==> src/rtl/sat_pkg.sv <==
`default_nettype none
// +----------------------------------------------------------------------+
// | sat_pkg                                                              |
// | Shared literal/clause geometry and arbiter state encoding.           |
// | Revision: 1.0                                                        |
// +----------------------------------------------------------------------+
package sat_pkg;
   localparam int LIT_WIDTH  = 11;
   localparam int CLA_LENGTH = 3;
   localparam int CLA_WIDTH  = CLA_LENGTH * LIT_WIDTH;

   typedef logic signed [LIT_WIDTH-1:0] lit_t;
   typedef logic [CLA_WIDTH-1:0]        cla_t;

   typedef enum logic [2:0] {
      IDLE  = 3'd0,
      FILL  = 3'd1,
      DRAIN = 3'd2,
      DONE  = 3'd3,
      ABORT = 3'd4
   } carb_state_e;

   // A clause whose every literal slot is 0 carries no information.
   function automatic logic cla_is_blank(input cla_t c);
      return (c == '0);
   endfunction
endpackage
`default_nettype wire

==> src/rtl/cla_fifo.sv <==
`default_nettype none
// +----------------------------------------------------------------------+
// | cla_fifo                                                             |
// | Circular clause buffer with wrap-bit pointers, push/pop/flush.       |
// | Revision: 1.0                                                        |
// +----------------------------------------------------------------------+
module cla_fifo
   import sat_pkg::*;
#(
   parameter int DEPTH = 16
) (
   input  logic                 clk,
   input  logic                 rst_n,
   input  logic                 push,
   input  logic [CLA_WIDTH-1:0] wdata,
   input  logic                 pop,
   input  logic                 flush,
   output logic [CLA_WIDTH-1:0] rdata,
   output logic                 full,
   output logic                 empty
);
   localparam int AW = $clog2(DEPTH);

   logic [AW:0] head_q, head_d;
   logic [AW:0] tail_q, tail_d;
   cla_t        mem_q [DEPTH];
   logic        do_push;
   logic        do_pop;

   assign full  = (head_q[AW] != tail_q[AW]) && (head_q[AW-1:0] == tail_q[AW-1:0]);
   assign empty = (head_q == tail_q);
   assign rdata = mem_q[head_q[AW-1:0]];

   // Pointer update; a flush discards everything including a same-cycle push.
   always_comb begin
      do_push = push && !full;
      do_pop  = pop && !empty;
      head_d  = head_q;
      tail_d  = tail_q;
      if (flush) begin
         head_d = '0;
         tail_d = '0;
      end else begin
         if (do_push) tail_d = tail_q + (AW+1)'(1);
         if (do_pop)  head_d = head_q + (AW+1)'(1);
      end
   end

   // Pointer registers.
   always_ff @(posedge clk) begin
      if (!rst_n) begin
         head_q <= '0;
         tail_q <= '0;
      end else begin
         head_q <= head_d;
         tail_q <= tail_d;
      end
   end

   // Storage array; contents are don't-care until written.
   always_ff @(posedge clk) begin
      if (do_push && !flush) mem_q[tail_q[AW-1:0]] <= wdata;
   end
endmodule
`default_nettype wire

==> src/rtl/carb_dist_multi.sv <==
`default_nettype none
// +----------------------------------------------------------------------+
// | carb_dist_multi                                                      |
// | Clause arbiter/distributor: buffers a clause batch, broadcasts the   |
// | initial unit clause, round-robin dispatch, abort on conflict.        |
// | Revision: 1.0                                                        |
// +----------------------------------------------------------------------+
module carb_dist_multi
   import sat_pkg::*;
#(
   parameter int NUM_ENG   = 4,
   parameter int DEPTH     = 16,
   parameter int CNT_WIDTH = 16
) (
   input  logic                 clk,
   input  logic                 rst_n,
   input  logic                 mem_start,
   input  logic                 mem_finish,
   input  logic [CLA_WIDTH-1:0] mem_clause,
   output logic                 mem_ready,
   input  logic                 uc_valid,
   input  logic [LIT_WIDTH-1:0] uc,
   output logic [NUM_ENG-1:0]   eng_cla_valid,
   output logic [CLA_WIDTH-1:0] eng_cla,
   input  logic [NUM_ENG-1:0]   eng_cla_ready,
   output logic                 eng_uc_valid,
   output logic [LIT_WIDTH-1:0] eng_uc,
   input  logic [NUM_ENG-1:0]   eng_conflict,
   output logic                 carb_empty,
   output logic                 done,
   output logic                 conflict,
   output logic [CNT_WIDTH-1:0] disp_cnt
);
   localparam int RRW = (NUM_ENG > 1) ? $clog2(NUM_ENG) : 1;

   carb_state_e          state_q, state_d;
   logic                 uc_pend_q, uc_pend_d;
   logic [LIT_WIDTH-1:0] uc_q, uc_d;
   logic [RRW-1:0]       rr_q, rr_d;
   logic [NUM_ENG-1:0]   eng_cla_valid_q, eng_cla_valid_d;
   logic [CLA_WIDTH-1:0] eng_cla_q, eng_cla_d;
   logic [CNT_WIDTH-1:0] disp_cnt_q, disp_cnt_d;
   logic                 conflict_q, conflict_d;

   logic                 fifo_full, fifo_empty;
   logic [CLA_WIDTH-1:0] fifo_rdata;
   logic                 push, pop, flush;
   logic                 conflict_any, accept, leave_abort, uc_bcast, disp_ok;
   logic                 found;
   logic [RRW-1:0]       win;

   cla_fifo #(.DEPTH(DEPTH)) u_fifo (
      .clk   (clk),
      .rst_n (rst_n),
      .push  (push),
      .wdata (mem_clause),
      .pop   (pop),
      .flush (flush),
      .rdata (fifo_rdata),
      .full  (fifo_full),
      .empty (fifo_empty)
   );

   // Round-robin search: first ready engine at or after rr, modulo NUM_ENG.
   always_comb begin
      int             idx;
      logic [RRW-1:0] cand;
      found = 1'b0;
      win   = '0;
      idx   = 0;
      cand  = '0;
      for (int k = 0; k < NUM_ENG; k++) begin
         idx  = (int'(rr_q) + k) % NUM_ENG;
         cand = idx[RRW-1:0];
         if (!found && eng_cla_ready[cand]) begin
            found = 1'b1;
            win   = cand;
         end
      end
   end

   // Control: write acceptance, UC broadcast, dispatch decision and FSM.
   always_comb begin
      mem_ready    = !fifo_full && (state_q == IDLE || state_q == FILL);
      conflict_any = |eng_conflict;
      accept       = mem_start && mem_ready;
      leave_abort  = (state_q == ABORT) && mem_start && !conflict_any;
      push         = (accept || leave_abort) && !cla_is_blank(mem_clause);
      uc_bcast     = uc_pend_q && (state_q != ABORT);
      // UC must reach every engine before any clause does.
      disp_ok      = (state_q == FILL || state_q == DRAIN) && !fifo_empty && !uc_pend_q &&
                     !uc_valid && !conflict_any && found;
      pop          = disp_ok;
      flush        = conflict_any;

      state_d         = state_q;
      rr_d            = rr_q;
      eng_cla_valid_d = '0;
      eng_cla_d       = eng_cla_q;
      disp_cnt_d      = disp_cnt_q;
      conflict_d      = conflict_q;
      uc_d            = uc_valid ? uc : uc_q;
      uc_pend_d       = uc_valid ? 1'b1 : (uc_bcast ? 1'b0 : uc_pend_q);

      case (state_q)
         IDLE: begin
            if (accept) begin
               state_d    = mem_finish ? DRAIN : FILL;
               disp_cnt_d = '0;
            end
         end
         FILL:    if (accept && mem_finish) state_d = DRAIN;
         DRAIN:   if (fifo_empty && !uc_pend_q) state_d = DONE;
         DONE:    state_d = IDLE;
         ABORT: begin
            if (leave_abort) begin
               state_d    = IDLE;
               conflict_d = 1'b0;
               disp_cnt_d = '0;
            end
         end
         default: state_d = IDLE;
      endcase

      if (disp_ok) begin
         eng_cla_valid_d[win] = 1'b1;
         eng_cla_d            = fifo_rdata;
         rr_d                 = (win == RRW'(NUM_ENG - 1)) ? '0 : win + RRW'(1);
         if (disp_cnt_q != '1) disp_cnt_d = disp_cnt_q + CNT_WIDTH'(1);
      end

      // A conflict overrides every other transition and cancels the pop.
      if (conflict_any) begin
         state_d    = ABORT;
         conflict_d = 1'b1;
      end
   end

   // State and output registers.
   always_ff @(posedge clk) begin
      if (!rst_n) begin
         state_q         <= IDLE;
         uc_pend_q       <= 1'b0;
         uc_q            <= '0;
         rr_q            <= '0;
         eng_cla_valid_q <= '0;
         eng_cla_q       <= '0;
         disp_cnt_q      <= '0;
         conflict_q      <= 1'b0;
      end else begin
         state_q         <= state_d;
         uc_pend_q       <= uc_pend_d;
         uc_q            <= uc_d;
         rr_q            <= rr_d;
         eng_cla_valid_q <= eng_cla_valid_d;
         eng_cla_q       <= eng_cla_d;
         disp_cnt_q      <= disp_cnt_d;
         conflict_q      <= conflict_d;
      end
   end

   assign eng_cla_valid = eng_cla_valid_q;
   assign eng_cla       = eng_cla_q;
   assign eng_uc_valid  = uc_bcast;
   assign eng_uc        = uc_q;
   assign carb_empty    = fifo_empty;
   assign done          = (state_q == DONE);
   assign conflict      = conflict_q;
   assign disp_cnt      = disp_cnt_q;
endmodule
`default_nettype wire

==> config.mk <==
export PLATFORM = sky130hd
export DESIGN_NAME = carb_dist_multi
export DESIGN_NICKNAME = d
export VERILOG_FILES = /design/src/rtl/sat_pkg.sv /design/src/rtl/cla_fifo.sv /design/src/rtl/carb_dist_multi.sv
export SDC_FILE = /design/constraint.sdc
export NUM_CORES = 1
export LEC_CHECK = 0
export CORE_ASPECT_RATIO = 0.7
export CORE_MARGIN = 5
export CORE_UTILIZATION = 50
export CTS_CLUSTER_SIZE = 12
export DETAILED_ROUTE_END_ITERATION = 8
export PLACE_DENSITY = 0.78
export SETUP_SLACK_MARGIN = 0.15
export SLEW_MARGIN = 20
export SYNTH_ARGS = -nofsm -noshare
export SYNTH_HDL_FRONTEND = slang
export SYNTH_SLANG_ARGS = --single-unit
==> constraint.sdc <==
create_clock -name clk -period 5.25 [get_ports clk]
set_clock_uncertainty 0.2 [all_clocks]
set_input_delay 0.7875 -clock clk [delete_from_list [all_inputs] [get_ports clk]]
set_output_delay 0.7875 -clock clk [all_outputs]
set_load 0.01 [all_outputs]
==> results_dict.tcl <==
set metrics [dict create \
    status "complete, no violations" \
    clk_latency_ns 0.61 \
    grt_pass1_wl_um 77100 \
    end_kind "flop" \
    min-delay-start "eng_cla[24]$_SDFFE_PN0P_" \
    power_density_nw_per_um2 340 \
    ios 126 \
    slew_headroom_pct 21.6 \
    worst-r2r-setup-slack_ns 1.77 \
    fin_crit_sh_pct 77.6 \
    path_clk_slew_ns 0.06 \
    post-route-min-period_ns 4.07 \
    crit_required_ns 5.24 \
    synth_edf_count 528 \
    final_cell_mix "528 x edfxtp_1, 132 x mux4_2, 124 x clkdlybuf4s50_1" \
    cts_tree "yes" \
    drive_above_1_share_pct 19.4 \
    seq_area_frac_synth_pct 73.8 \
    wirelength_um 51100 \
    cts_num_sinks 609 \
    min_to "eng_cla[24]$_SDFFE_PN0P_" \
    setup_viol 0 \
    port_buffers 125 \
    fin_util_pct 58.8 \
    antenna_found_initial 0 \
    drc 0 \
    synth_top_area_share_pct 67.0 \
    grt_pass1_vias 12654 \
    drtIter0Drc 1096 \
    fin_hold_ws_ns 0.266 \
    syn-num-nets 1297 \
    hold_depth 2 \
    hp-class "reg2reg" \
    die_w_um 270 \
    grt_usage_pct 19.6 \
    syn_inst 1230 \
    initial_core_util_pct 50.7 \
    drtAntennaViolNets 0 \
    worst_r2r_endpoint "eng_cla[16]$_SDFFE_PN0P_" \
    met3_usage_pct 4.63 \
    syn_area_per_cell_um2 19.2 \
    irDropWorstVdd_v 0.000204 \
    clockBufferDepth 3 \
    via_count 12227 \
    yosys.area.top_type "edfxtp_1" \
    async_reset_ff_share_pct 0 \
    start_kind "primary input" \
    fin_setup_tns_ns 0 \
    multi_input_area_um2 5880 \
    ys.flop_type "edfxtp_1" \
    design_area_um2 27400 \
    area_growth_pct 15.9 \
    gp_congestion 0.818 \
    grt_use_met1_pct 27.5 \
    rsz0062_at_grt "false" \
    via_per_inst 5.99 \
    critical_path_class "in2reg" \
    fp.dieArea_um2 51900 \
    grt_overflow 0 \
    critPathMaxFanout 33 \
    post_cts_buffers 0 \
    core_um2 46700 \
    synth_seq_cells 609 \
    maxCapViolCount 0 \
    synth.area.top_cells "edfxtp_1 67%, mux4_2 13%, dfxtp_1 6.8%" \
    layout_commonest_cell "edfxtp_1" \
    postPlaceCellArea_um2 25700 \
    slew_viol_final 0 \
    cts_resized 0 \
    r2r_start "u_fifo.head_q[1]$_SDFFE_PP0P_" \
    reg2regPathDepth 6 \
    fillers 3313 \
    final_net_count 1444 \
    die_h_um 192 \
    cts_htree_levels 2 \
    met2_usage_pct 31.5 \
    ys_warn_count 0 \
    regArea_um2 17500 \
    leakage_nw 8.68 \
    cts_root_buffer "clkbuf_16" \
    firstDrtPassIters 5 \
    busiest_layer "met2" \
    rows 66 \
    wl_per_cell_um 25.1 \
    fmax_mhz 246 \
    synth.distinct_cells 65 \
    ctsHoldBuffers 0 \
    grt_max_degree 76 \
    worstMarginPinSlew_ns 1.17 \
    hpwl_um 28300 \
    worst_ep_arrival_time_ns 4.06 \
    cts_buffers 58 \
    hold_viol 0 \
    synthesis.area_um2 23700 \
]
==> stage by stage <==
step / setup WS, ns / cells / power, mW
2_1_floorplan: 1.96 / 1230 / 5.41
3_3_place_gp: 0.800 / 1926 / 5.54
3_5_place_dp: 0.636 / 1928 / 5.55
4_1_cts: 1.27 / 2038 / 9.42
5_1_grt: 1.14 / 2039 / 9.65
6_report: 1.18 / 2040 / 9.34
==> cells in the mapped netlist (all sizes together), types with 4 or more instances <==
cell type    n
nand2       48
and4        24
nor2b        5
inv          9
nand3       14
and2        11
edfxtp     528
nor3         7
a21oi       12
o31ai        4
o211a        4
mux4       132
buf         30
a22o        69
or4          5
and3         7
o22ai       35
dfxtp       81
nand4        7
a211o        7
xnor2        8
mux2i       14
nor4         9
ha          10
nor2        69
o21ai        4
clkbuf      39
==> worst max path at each step <==
stage / from / endpoint / slack [ns] / depth (start not counted)
after global placement: mem_clause[29] / u_fifo.mem_q[5][29]$_DFFE_PP_ / 0.80 / 6
after detailed placement: mem_clause[30] / u_fifo.mem_q[7][29]$_DFFE_PP_ / 0.64 / 6
after CTS: mem_clause[30] / u_fifo.mem_q[7][14]$_DFFE_PP_ / 1.27 / 6
after global routing: mem_clause[30] / u_fifo.mem_q[3][13]$_DFFE_PP_ / 1.14 / 6
final: mem_clause[30] / u_fifo.mem_q[3][18]$_DFFE_PP_ / 1.18 / 6
after floorplan: eng_conflict[1] / u_fifo.mem_q[1][0]$_DFFE_PP_ / 1.96 / 6
==> area by class of cell <==
type                    instances  area share (%)
flip-flops and latches        609            63.7
multi-input cells             542            21.4
clock buffers                 105            6.08
repair buffers                156            5.58
well taps                     612            2.79
clock inverters                 5           0.287
inverters                      10           0.137
diodes                          1         0.00912
==> critical path, stage by stage <==
cell and delay, ns:
clkdlybuf4s50_1 0.74, nor4_1 0.68, nand4_1 0.37, nor4_4 0.58
nor2_2 0.23, and4_2 0.65
==> kinds of logic (layout without fill, tap and decap cells) <==
logic type / after synthesis / count (layout) / synth area share, %
AO/OA/AOI/OAI: 156 / 156 / 5.36
XOR/XNOR: 11 / 11 / 0.534
adder cells (fa/ha/maj): 10 / 10 / 0.528
buffers and inverters: 79 / 276 / 1.59
flip-flops: 609 / 609 / 73.8
multiplexers: 147 / 147 / 13.2
other: 0 / 1 / 0
AND/OR/NAND/NOR: 218 / 218 / 4.97
==> per-layer routing <==
| metal | vias up | part of all wire [%] |
|---|---|---|
| met5 | - | 0 |
| met4 | 0 | 1.8 |
| met3 | 63 | 8.4 |
| met2 | 459 | 48 |
| met1 | 6327 | 42 |
| li1 | 5378 | - |
==> sequential cells by signal, indices dropped and copies added, names as in the netlist <==
register       flops
u_fifo.mem_q     528
conflict           1
eng_cla_valid      4
eng_cla           33
uc_pend_q          1
u_fifo.head_q      5
disp_cnt          16
eng_uc            11
rr_q               2
u_fifo.tail_q      5
state_q            3
==> power by group <==
| group | total [mW] | internal, mW | switching (mW) |
|---|---|---|---|
| combinational | 0.185 | 0.0748 | 0.111 |
| sequential | 5.26 | 5.26 | 0.00486 |
| clock | 3.89 | 2.15 | 1.75 |
| total | 9.34 | 7.48 | 1.86 |
No activity file was read; power rests on OpenSTA's default activity.
